File: config.mk
export PLATFORM = sky130hd
export DESIGN_NAME = sar_nb
export DESIGN_NICKNAME = d
export VERILOG_FILES = /design/src/rtl/sar_nb_pkg.sv /design/src/rtl/sar_nb.sv
export SDC_FILE = /design/constraint.sdc
export NUM_CORES = 1
export LEC_CHECK = 0
export CORE_MARGIN = 8
export CORE_UTILIZATION = 40
export CTS_BUF_LIST = sky130_fd_sc_hd__clkbuf_16
export CTS_CLUSTER_DIAMETER = 30
export DETAILED_ROUTE_END_ITERATION = 10
export PLACE_DENSITY = 0.72
export SLEW_MARGIN = 20
export SYNTH_ARGS = -nofsm -noshare
export SYNTH_HDL_FRONTEND = slang
export SYNTH_SLANG_ARGS = --single-unit
File: constraint.sdc
create_clock -name clk -period 2.76 [get_ports clk]
set_clock_uncertainty 0.05 [all_clocks]
set_input_delay 0.276 -clock clk [delete_from_list [all_inputs] [get_ports clk]]
set_output_delay 0.276 -clock clk [all_outputs]
set_load 0.02 [all_outputs]
File: src/rtl/sar_nb_pkg.sv
// Shared definitions for the successive-approximation search block:
// FSM state encoding and the width of the step counter.
package sar_nb_pkg;

  typedef enum logic [1:0] {
    S_IDLE  = 2'd0,
    S_PROBE = 2'd1,
    S_DONE  = 2'd2
  } state_t;

  // Bits needed to hold the values 0..w, i.e. ceil(log2(w+1)).
  function automatic int sw_of(input int w);
    int r;
    r = 0;
    for (int i = 0; i < 31; i++) begin
      if ((1 << i) < (w + 1)) r = i + 1;
    end
    return r;
  endfunction

  localparam int N_DEF  = 5;
  localparam int SW_DEF = sw_of(N_DEF);

endpackage

File: src/rtl/sar_nb.sv
// Successive-approximation search: drives a probe value to an external
// comparator and narrows in on the target one bit per cycle.
//
// Handshake: start is a request sampled only while idle; a search is accepted
// on the edge where start=1 in IDLE. busy marks probe cycles, done is a
// one-cycle completion strobe, and result/steps/err are valid from done until
// the next accepted start.
module sar_nb
  import sar_nb_pkg::*;
#(
  parameter  int n  = 5,
  localparam int SW = sw_of(n),
  localparam int KW = (n > 1) ? $clog2(n) : 1
) (
  input  logic          clk,
  input  logic          rst,
  input  logic          start,
  input  logic          eq,
  input  logic          lt,
  input  logic          gt,
  output logic [n-1:0]  guess,
  output logic [n-1:0]  result,
  output logic [SW-1:0] steps,
  output logic          busy,
  output logic          done,
  output logic          err,
  output state_t        dbg_state
);

  localparam logic [n-1:0] ONE = {{(n-1){1'b0}}, 1'b1};
  localparam logic [n-1:0] MSB = ONE << (n - 1);

  state_t        state_q, state_d;
  logic [n-1:0]  guess_q, guess_d;
  logic [n-1:0]  acc_q, acc_d;
  logic [KW-1:0] k_q, k_d;
  logic [n-1:0]  result_q, result_d;
  logic [SW-1:0] steps_q, steps_d;
  logic          err_q, err_d;

  always_ff @(posedge clk) begin
    if (rst) begin
      state_q  <= S_IDLE;
      guess_q  <= '0;
      acc_q    <= '0;
      k_q      <= '0;
      result_q <= '0;
      steps_q  <= '0;
      err_q    <= 1'b0;
    end else begin
      state_q  <= state_d;
      guess_q  <= guess_d;
      acc_q    <= acc_d;
      k_q      <= k_d;
      result_q <= result_d;
      steps_q  <= steps_d;
      err_q    <= err_d;
    end
  end

  always_comb begin
    state_d  = state_q;
    guess_d  = guess_q;
    acc_d    = acc_q;
    k_d      = k_q;
    result_d = result_q;
    steps_d  = steps_q;
    err_d    = err_q;
    unique case (state_q)
      S_IDLE: begin
        guess_d = '0;
        if (start) begin
          state_d  = S_PROBE;
          guess_d  = MSB;
          acc_d    = '0;
          k_d      = KW'(n - 1);
          steps_d  = '0;
          err_d    = 1'b0;
          result_d = '0;
        end
      end
      S_PROBE: begin
        steps_d = steps_q + SW'(1);
        // acc holds the confirmed upper bits; guess is acc plus the trial bit k.
        case ({eq, lt, gt})
          3'b100: begin
            result_d = guess_q;
            guess_d  = '0;
            state_d  = S_DONE;
          end
          3'b001: begin
            if (k_q != '0) begin
              acc_d   = guess_q;
              k_d     = k_q - KW'(1);
              guess_d = guess_q | (ONE << (k_q - KW'(1)));
            end else begin
              err_d    = 1'b1;
              result_d = '0;
              guess_d  = '0;
              state_d  = S_DONE;
            end
          end
          3'b010: begin
            if (k_q != '0) begin
              k_d     = k_q - KW'(1);
              guess_d = acc_q | (ONE << (k_q - KW'(1)));
            end else begin
              result_d = acc_q;
              guess_d  = '0;
              state_d  = S_DONE;
            end
          end
          default: begin
            err_d    = 1'b1;
            result_d = '0;
            guess_d  = '0;
            state_d  = S_DONE;
          end
        endcase
      end
      S_DONE: begin
        guess_d = '0;
        state_d = S_IDLE;
      end
      default: begin
        guess_d = '0;
        state_d = S_IDLE;
      end
    endcase
  end

  assign guess     = guess_q;
  assign result    = result_q;
  assign steps     = steps_q;
  assign err       = err_q;
  assign busy      = (state_q == S_PROBE);
  assign done      = (state_q == S_DONE);
  assign dbg_state = state_q;

endmodule
### Word-level counts from Yosys, hierarchy flattened

Index checks and enable logic that the tools add are counted.

* register bits: 24
* input port bits: 6
* output and inout port bits: 18
* word-level logic and storage cells: 63

* $add $sub $neg: 2
* eq/ne operators: 13
* shift operators: 1
* multiplexer cells: 27
* bitwise operators: 2
* reductions and logical operators: 11

Operator list (count)
* 2-to-1 mux 5 bit: 8
* case mux 5 bit (2 select lines): 4
* AND reduction 4 bit: 4
* case mux 5 bit (3 select lines): 1
* 2-to-1 mux 3 bit: 4
* case mux 3 bit (2 select lines): 2
* bitwise OR 5 bit: 2
* != test 3 bit (second input constant): 3
* 2-to-1 mux 2 bit: 3
* != test 2 bit (second input constant): 3
* << shifter 1 x 3 -> 5 bit (first input constant): 1
* != test 2 x 1 -> 1 bit (second input constant): 2
* case mux 1 bit (2 select lines): 2
* case mux 2 bit (2 select lines): 1
* AND reduction 2 bit: 2
* OR reduction 2 bit: 2
* adder 3 x 1 -> 3 bit (second input constant): 1
* == test 3 x 1 -> 1 bit (second input constant): 1
* == test 3 x 2 -> 1 bit (second input constant): 1
* == test 3 bit (second input constant): 1
* nonzero test 3 bit: 1
* subtractor 3 x 1 -> 3 bit (second input constant): 1
* == test 2 x 1 -> 1 bit (second input constant): 1
* == test 2 bit (second input constant): 1
* other kinds (3): 4

### Logic depth before layout (Yosys ltp)

* depth after elaboration: 6
* depth in mapped cells: 6
* depth with buffers taken out: 6

### Least setup slack after synthesis

OpenSTA, ideal clock, no wires.

* path kind: register -> register
* start: register k_q[0]
* end: register result_q[0], in the netlist result[0]
* library setup time: 60 ps
* data arrival time: 1563 ps
* required time: 2650 ps
* slack: 1087 ps
* stages on the path, launching flop included: 7
* path buffers: 0
* clock period less this slack: 1673 ps
* path through: dfxtp_1 > inv_1 > ha_1 > nor2b_4 > nor3_1 > a2111oi_2 > a22o_1

* longest elaborated chain between the ends: 3
* elaborated cells between the ends (all ways): 4
* those cells by class: eq/ne: 2; reduce/logical: 2

RTL lines
* start: declaration: RTL line sar_nb.sv:36 `logic [KW-1:0] k_q, k_d;`
* start signal: assignment: RTL line sar_nb.sv:54 `k_q <= k_d;`
* nonzero test 3 bit (*): RTL line sar_nb.sv:92, sar_nb.sv:104
* != test 3 bit (no source line)
* AND reduction 4 bit (no source line) (*)
* end signal: assignment: RTL line sar_nb.sv:55 `result_q <= result_d;`
* end: declaration: RTL line sar_nb.sv:37 `logic [n-1:0] result_q, result_d;`

Every way passes the cells marked *; elsewhere a longest branch is shown, timed or not.
A chain may end at the register's enable or synchronous reset.

### Final worst setup path

* start: register state_q[1], in the netlist dbg_state[1]
* end: output port busy

* longest elaborated chain between the ends: 1

RTL lines
* start: declaration: RTL line sar_nb.sv:33 `state_t state_q, state_d;`
* start signal: assignment: RTL line sar_nb.sv:51 `state_q <= state_d;`
* == test 2 x 1 -> 1 bit: RTL line sar_nb.sv:136 `assign busy = (state_q == S_PROBE);`
* end: declaration: RTL line sar_nb.sv:24 `output logic busy,`

Every way passes these cells.

==> results.toml <==
[worst_hold_path]
hold_start = "result[4]"
holdCritPathClass = "flip-flop to flip-flop"

[final_layout]
final_util = 0.524
insertedDiodeCount = 0
nNetsFinal = 166
stdcell_area_um2 = 1590
layout_commonest_cell = "dfxtp_1"
drive_gt1_frac = 0.105
area_delta_synth_final_pct = 26.6
layout_common_cells = "24 x dfxtp_1, 23 x clkdlybuf4s50_1, 15 x a21oi_1, 10 x nand2_1, 8 x a22o_1"

[timing]
setup_viol = 0
worst_pin_slew_ns = 0.613
max_freq_mhz = 451
finalHoldViolCount = 0
maxSlewViolCount = 0
rsz0062_at_grt = "false"
setup_tns_ns = 0
timing.final.crit_share = 0.804
max_slew_margin = 0.591
finalCriticalPeriod_ns = 2.22

[floorplan]
dieArea_um2 = 5180
num_io_pins = 24
rows = 20
die_w_um = 72.0
die_h_um = 72.0
start_util = 0.414
coreArea_um2 = 3030

[route]
firstDrtPassIters = 4
totalWireLength_mm = 3.09
drcViolationCount = 0
wl_per_cell_um = 15.8
via_per_inst = 5.49
num_vias = 1077
first_iter_violations = 57
ant_nets = 0

[clock_network]
cts_hold_buf = 0
cts_tree = "done"
clock_path_buffers = 2
cts_buffers = 3
post_cts_buffers = 0
cts-htree-levels = 1
clock_latency_ns = 0.26
clkTransAtPathRegs_ns = 0.06
post_cts_resized = 0
cts_root_buf = "clkbuf_16"
cts.sink_count = 24

[critical_path]
start_kind = "flip-flop"
cp_top_family = "buffers and inverters"
end_kind = "primary output"
r2r-start = "k_q[0]"
slowest_delay_ns = 0.64
arrival_ns = 1.89
crit_chain = "nand2b_4 > clkinv_1 > clkdlybuf4s50_1"
cp_max_fo = 12
critPathRequiredTime_ns = 2.43
path_class = "flip-flop to primary output"
crit_start = "dbg_state[1]"
slowest_stage = "clkdlybuf4s50_1"
cp_num_buf_inv = 2

[place]
io_buffer_count = 23
place_area_um2 = 1510
dpl.hpwl_mm = 2.35
gp_congestion = 0.919

[yosys]
syn_inst = 130
ys_ff_latch = 24
synth_cell_type_count = 45
synth_ff_type = "dfxtp_1"
synth_edf_count = 0
avgSynthCellArea_um2 = 9.63
yosys_warnings = 0
ys_seq_area_frac = 0.384
syn-cell-area_um2 = 1250
mappedNetlistNets = 142
async_flop_share = 0

[power_and_ir_drop]
leakagePower_nw = 0.569
ir_worst_vdd_mv = 0.321
p_per_area_nw_per_um2 = 498

[grt]
grt_usage = 0.124
grt_pass1_wl_mm = 5.13
antenna_found_initial = 0
first_global_vias = 1135
grt_overflow = 0
grt_max_degree = 15

[flow_run]
cap_viol_max_count = 0

[status]
outcome = "completed"
-- final timing paths --
path                                   to  slack [ns]  cells past startpoint
worst max-delay path                 busy        0.54                      3
worst min-delay path            result[4]        0.42                      1
worst max register to register  result[1]        0.86                      6
worst min register to register  result[4]        0.42                      1
-- layer usage --
metal | global-route usage | wire, µm | vias to the layer above
li1 | - | - | 527
met1 | 0.129 | 1310 | 513
met2 | 0.221 | 1520 | 33
met3 | 0.0510 | 243 | 4
met4 | 0.0408 | 21 | 0
met5 | 0 | 0 | -
-- power breakdown --
group	internal (mW)	switching (mW)	total (mW)
Sequential	0.354	0.00943	0.363
Combinational	0.0486	0.0720	0.121
Clock	0.191	0.113	0.305
Total	0.594	0.195	0.789
-- synth_stat cells (2+ instances only) --
master	n	area (µm²)
dfxtp_1	24	480
a21oi_1	15	75.1
nand2_1	10	37.5
a22o_1	8	70.1
nand3_1	7	35.0
ha_1	6	75.1
inv_1	6	22.5
nor2_1	5	18.8
a22oi_1	4	30.0
o21ai_0	4	20.0
o21a_1	3	22.5
buf_6	2	22.5
nand2b_1	2	12.5
nor3_1	2	10.0
o22ai_1	2	12.5
-- flip-flops by register name (all words and copies together) (netlist names) --
name	flops
err	1
dbg_state	2
guess	5
acc_q	5
result	5
steps	3
k_q	3
-- kinds of logic after synthesis --
family,after synthesis,share of synthesized area
compound gates,47,0.296
simple gates,39,0.192
flops,24,0.384
buf+inv,12,0.0489
fa+ha+maj,6,0.0599
xor+xnor,2,0.0200
-- final cells by class --
cell class,instances,area (µm²)
Fill cell,286,1440
Multi-Input combinational cell,94,711
Sequential cell,24,480
Timing Repair Buffer,24,238
Clock buffer,3,75.1
Tap cell,44,55.1
Inverter,7,26.3
-- worst reg2reg max path: cells and delay by family (launching register included) --
family | cells | cell delay, ns
and+or+nand+nor | 2 | 0.39
buffers and inverters | 1 | 0.13
AOI/OAI and AO/OA | 2 | 0.73
DFF | 1 | 0.34
adders and majority gates | 1 | 0.20
-- through the flow --
step	total power, mW	setup slack (ns)	hold slack, ns	cells
6_report	0.789	0.541	0.421	196
5_1_grt	0.819	0.466	0.439	196
4_1_cts	0.797	0.543	0.424	196
3_5_place_dp	0.491	0.657	0.409	193
3_3_place_gp	0.487	0.642	0.410	193
2_1_floorplan	0.452	1.09	0.392	130
(Power assumes the default switching activity.)
